`src/rtl/clock_psc_pkg.sv`:
```
// clock_psc_pkg: default sizes and legal parameter ranges for the multi-channel prescaler.
package clock_psc_pkg;
  localparam int CH_DEF = 4;
  localparam int W_DEF  = 8;
  localparam int CH_MIN = 1;
  localparam int CH_MAX = 16;
  localparam int W_MIN  = 2;
  localparam int W_MAX  = 32;
endpackage

```
`src/rtl/clock_psc_ch.sv`:
```
// clock_psc_ch: one prescaler channel; limit is shadowed and only reloaded at wrap or while idle.
// Optional phase-align input i_sync exists only with CLOCK_PSC_MC_SYNC_EN defined.
module clock_psc_ch import clock_psc_pkg::*; #(
  parameter int W = W_DEF
) (
  input  logic         clk,
  input  logic         rst_n,
  input  logic         i_en,
  input  logic [W-1:0] i_lim,
`ifdef CLOCK_PSC_MC_SYNC_EN
  input  logic         i_sync,
`endif
  output logic         o_hz,
  output logic         o_tick
);
  logic [W-1:0] r_alim, r_cnt;
  logic         r_hz, r_tick;
  logic         w_idle, w_wrap;
`ifdef CLOCK_PSC_MC_SYNC_EN
  assign w_idle = i_sync || !i_en || r_alim == '0;
`else
  assign w_idle = !i_en || r_alim == '0;
`endif
  assign w_wrap = r_cnt == r_alim;
  always_ff @(posedge clk) begin
    if (!rst_n) begin
      r_alim <= '0;
      r_cnt  <= '0;
      r_hz   <= 1'b0;
      r_tick <= 1'b0;
    end else if (w_idle) begin
      r_alim <= i_lim;
      r_cnt  <= '0;
      r_hz   <= 1'b0;
      r_tick <= 1'b0;
    end else if (w_wrap) begin
      r_alim <= i_lim;
      r_cnt  <= '0;
      r_hz   <= ~r_hz;
      r_tick <= 1'b1;
    end else begin
      r_cnt  <= r_cnt + 1'b1;
      r_tick <= 1'b0;
    end
  end
  assign o_hz   = r_hz;
  assign o_tick = r_tick;
endmodule

```
`src/rtl/clock_psc_mc.sv`:
```
// clock_psc_mc: CH independent clock prescalers, hz half-period = limit+1 cycles.
// Define CLOCK_PSC_MC_SYNC_EN to add the sync port that restarts all channels in phase.
module clock_psc_mc import clock_psc_pkg::*; #(
  parameter int CH = CH_DEF,
  parameter int W  = W_DEF
) (
  input  logic            clk,
  input  logic            rst_n,
  input  logic [CH-1:0]   en,
  input  logic [CH*W-1:0] lim,
`ifdef CLOCK_PSC_MC_SYNC_EN
  input  logic            sync,
`endif
  output logic [CH-1:0]   hz,
  output logic [CH-1:0]   tick
);
  for (genvar i = 0; i < CH; i++) begin : g_ch
    clock_psc_ch #(.W(W)) u_ch (
      .clk   (clk),
      .rst_n (rst_n),
      .i_en  (en[i]),
      .i_lim (lim[i*W +: W]),
`ifdef CLOCK_PSC_MC_SYNC_EN
      .i_sync(sync),
`endif
      .o_hz  (hz[i]),
      .o_tick(tick[i])
    );
  end
endmodule

```
`config.mk`:
```
export PLATFORM = sky130hd
export DESIGN_NAME = clock_psc_mc
export DESIGN_NICKNAME = d
export VERILOG_FILES = /design/src/rtl/clock_psc_pkg.sv /design/src/rtl/clock_psc_ch.sv /design/src/rtl/clock_psc_mc.sv
export SDC_FILE = /design/constraint.sdc
export NUM_CORES = 1
export LEC_CHECK = 0
export CAP_MARGIN = 20
export CORE_MARGIN = 10
export CORE_UTILIZATION = 55
export DETAILED_ROUTE_END_ITERATION = 16
export PLACE_DENSITY = 0.8
export SLEW_MARGIN = 15
export SYNTH_ARGS = -nofsm -noshare
export SYNTH_HDL_FRONTEND = slang
export SYNTH_HIERARCHICAL = 1
export SYNTH_SLANG_ARGS = --single-unit
```
`constraint.sdc`:
```
create_clock -name clk -period 4.1 [get_ports clk]
set_input_delay 1.025 -clock clk [delete_from_list [all_inputs] [get_ports clk]]
set_output_delay 1.025 -clock clk [all_outputs]
set_load 0.1 [all_outputs]
```
==> results.sh <==
export IMPL_outcome="finished clean"
export IMPL_r2r_end="g_ch[3].u_ch/r_cnt[5]"
export IMPL_hold_end="g_ch[0].u_ch/r_cnt[0]"
export IMPL_seq_area_sq_um=1440
export IMPL_cts_tree="done"
export IMPL_dr_pass1_iters=6
export IMPL_place_ws_ns=1.61
export IMPL_regToRegStartpoint="g_ch[3].u_ch/r_alim[0]"
export IMPL_worst_r2r_cell_count=4
export IMPL_grt_pass1_wl_um=11400
export IMPL_setup_tns_ns=0
export IMPL_largest_net_degree_at_the_start_of_global_routing=34
export IMPL_layout_fillers=503
export IMPL_fmaxAchievable_mhz=350
export IMPL_utilization=0.685
export IMPL_final_critical_path_setup_slack_ns=1.25
export IMPL_sequential_area_share_after_synthesis=0.425
export IMPL_pin_count=46
export IMPL_cell_chosen_for_the_clock_root="sky130_fd_sc_hd__clkbuf_8"
export IMPL_routed_via_count=2515
export IMPL_synth_ff_latch_count=72
export IMPL_hold_path_startpoint="g_ch[0].u_ch/r_cnt[0]"
export IMPL_hold_viol_final=0
export IMPL_remaining_drc_errors=0
export IMPL_design_power_total_w=0.00173
export IMPL_rows=28
export IMPL_initial_antenna_violation_count=0
export IMPL_antenna_fix_cells=0
export IMPL_core_area_sq_um=5960
export IMPL_cts_reportedPaths_clkPinSlew_ns=0.07
export IMPL_cts_setup_buffers=0
export IMPL_gr_usage_all_layers=0.140
export IMPL_area_delta_synth_final_pct=20.3
export IMPL_port_buffers=45
export IMPL_library_cells_used_by_synthesis=22
export IMPL_cts_repair_resize_count=0
export IMPL_worst_hold_path_num_cells=1
export IMPL_syn_area_per_cell_sq_um=9.64
export IMPL_cp_slowest_stage_delay_ns=1.14
export IMPL_die_w_um=98.5
export IMPL_data_arrival_at_the_endpoint_of_the_critical_path_ns=1.83
export IMPL_synth_net_count=394
export IMPL_finalWeightedCongestion=0.815
export IMPL_design_die_area_sq_um=9710
export IMPL_grt_setup_unrepaired="false"
export IMPL_clock_tree_htree_level_count=3
export IMPL_ir_worst_vdd_mv=0.330
export IMPL_detail_route_antenna_nets=0
export IMPL_timing_worst_slew_pin_value_ns=0.975
export IMPL_routed_wirelength_um=6640
export IMPL_synth_area_sq_um=3390
export IMPL_cp_buffers_inverters=1
export IMPL_max_cap_viol=0
export IMPL_slew_limit_headroom=0.348
export IMPL_worst_setup_path_type="register to primary output"
export IMPL_dp_hpwl_um=5070
export IMPL_timing_hold_worst_class="register to register"
export IMPL_synth_warnings=6
export IMPL_clock_insertion_delay_worst_skew_ns=0.33
export IMPL_fraction_of_layout_instances_using_a_drive_strength_above_1=0.123
export IMPL_worstPathCellList="clkdlybuf4s50_1"
export IMPL_floorplan_die_height_um=98.5
export IMPL_nNetsFinal=444
export IMPL_clock_path_buffers=2
export IMPL_drt_wirelength_per_cell_um=13.8
export IMPL_critical_path_endpoint_type="primary output"
export IMPL_report_final_slew_viol_count=0
export IMPL_r2r_slack_ns=2.57
export IMPL_period_minus_slack_ns=2.85
export IMPL_path_max_fanout=3
export IMPL_number_of_drc_markers_after_the_initial_detailed_route_iteration=44
export IMPL_initial_utilization=0.570
export IMPL_ctsHoldBuffers=0
export IMPL_cp_slowest_cell="sky130_fd_sc_hd__clkdlybuf4s50_1"
export IMPL_cts_buffers=9
export IMPL_power_per_cell_area_nw_per_um2=423
export IMPL_first_global_vias=2555
export IMPL_multi_input_gate_area_in_the_final_layout_sq_um=1910
export IMPL_finClkSkew_ns=0.00641
export IMPL_gr_total_overflow=0
export IMPL_setup_worst_path_start_class="register"
export IMPL_post_synth_inst_count=352
export IMPL_final_setup_viol_count=0
export IMPL_critical_path_top_delay_family="buffers and inverters"
export IMPL_detail_route_vias_per_cell=5.22
export IMPL_power_leakage_nw=1.51
export IMPL_worst_endpoint_required_ns=3.07
export IMPL_finalCritPeriodShare=0.696
export IMPL_clock_sink_count=72
routing by layer:
| metal | global-route usage | vias to the layer above | share of wire |
|---|---|---|---|
| li1 | - | 1303 | - |
| met1 | 0.149 | 1171 | 0.43 |
| met2 | 0.249 | 36 | 0.52 |
| met3 | 0.0531 | 5 | 0.044 |
| met4 | 0.0463 | 0 | 0.011 |
| met5 | 0 | - | 0 |
worst max path at each step:
stage	startpoint	to	slack, ns	cells past startpoint
after CTS	g_ch[3].u_ch/o_hz	hz[3]	1.22	1
final	g_ch[3].u_ch/o_hz	hz[3]	1.25	1
after detailed placement	g_ch[3].u_ch/o_hz	hz[3]	1.61	1
after global placement	g_ch[2].u_ch/o_hz	hz[2]	1.62	1
after floorplan	g_ch[0].u_ch/o_hz	hz[0]	2.14	0
after global routing	g_ch[1].u_ch/o_hz	hz[1]	1.18	1
sequential cells by signal (all words and copies together) (netlist names):
register,cells
g_ch.u_ch/o_hz,4
g_ch.u_ch/r_alim,32
g_ch.u_ch/r_cnt,32
g_ch.u_ch/o_tick,4
synthesized netlist by cell type, drive strengths merged:
library cell	count	area share
mux2i	32	0.094
xnor2	40	0.10
inv	4	0.0044
clkbuf	8	0.0088
or4	8	0.027
a21o	4	0.018
and3	8	0.015
xor2	16	0.041
nand4	8	0.015
a21oi	8	0.025
nand3	16	0.024
nor3	4	0.0059
or3	4	0.0074
nand2	64	0.071
ha	4	0.015
and4	8	0.027
o211ai	4	0.015
dfxtp	72	0.42
nor2	32	0.035
o21ai	8	0.025
where the power goes:
group / switching [W] / internal, W
Combinational: 0.000234 / 0.000219
Clock: 0.000249 / 0.000216
Sequential: 0.0000528 / 0.000754
final cells by class:
type                    instances  area share
well taps                      75      0.0230
inverters                       4     0.00368
clock inverters                 6     0.00889
repair buffers                 47       0.113
clock buffers                  10      0.0313
flip-flops and latches         72       0.353
multi-input cells             268       0.467
logic make-up after synthesis:
logic type,after synthesis,synth area share
AND/OR/NAND/NOR,152,0.226
flip-flops,72,0.425
XOR/XNOR,56,0.145
multiplexers,32,0.0944
AO/OA/AOI/OAI,24,0.0826
buffers and inverters,12,0.0133
adder cells (fa/ha/maj),4,0.0147
through the flow:
step / area, sq um / std cells / hold slack [ns]
finish: 4080 / 482 / 0.470
global placement: 3920 / 466 / 0.456
global route: 4080 / 482 / 0.495
floorplan: 3390 / 352 / 0.437
detailed placement: 3920 / 466 / 0.465
CTS: 4080 / 482 / 0.478
cells in the final DEF, fill, tap and decap left out, types with 8 or more instances in the layout:
cell type                         count
sky130_fd_sc_hd__xor2_1              16
sky130_fd_sc_hd__nand3_1             16
sky130_fd_sc_hd__and3_1               8
sky130_fd_sc_hd__xnor2_1             40
sky130_fd_sc_hd__clkbuf_8             9
sky130_fd_sc_hd__nand2_1             64
sky130_fd_sc_hd__clkdlybuf4s50_1     44
sky130_fd_sc_hd__mux2i_1             32
sky130_fd_sc_hd__nand4_1              8
sky130_fd_sc_hd__dfxtp_1             72
sky130_fd_sc_hd__nor2_1              32
sky130_fd_sc_hd__and4_4               8
sky130_fd_sc_hd__or4_4                8
(Power assumes the default switching activity.)
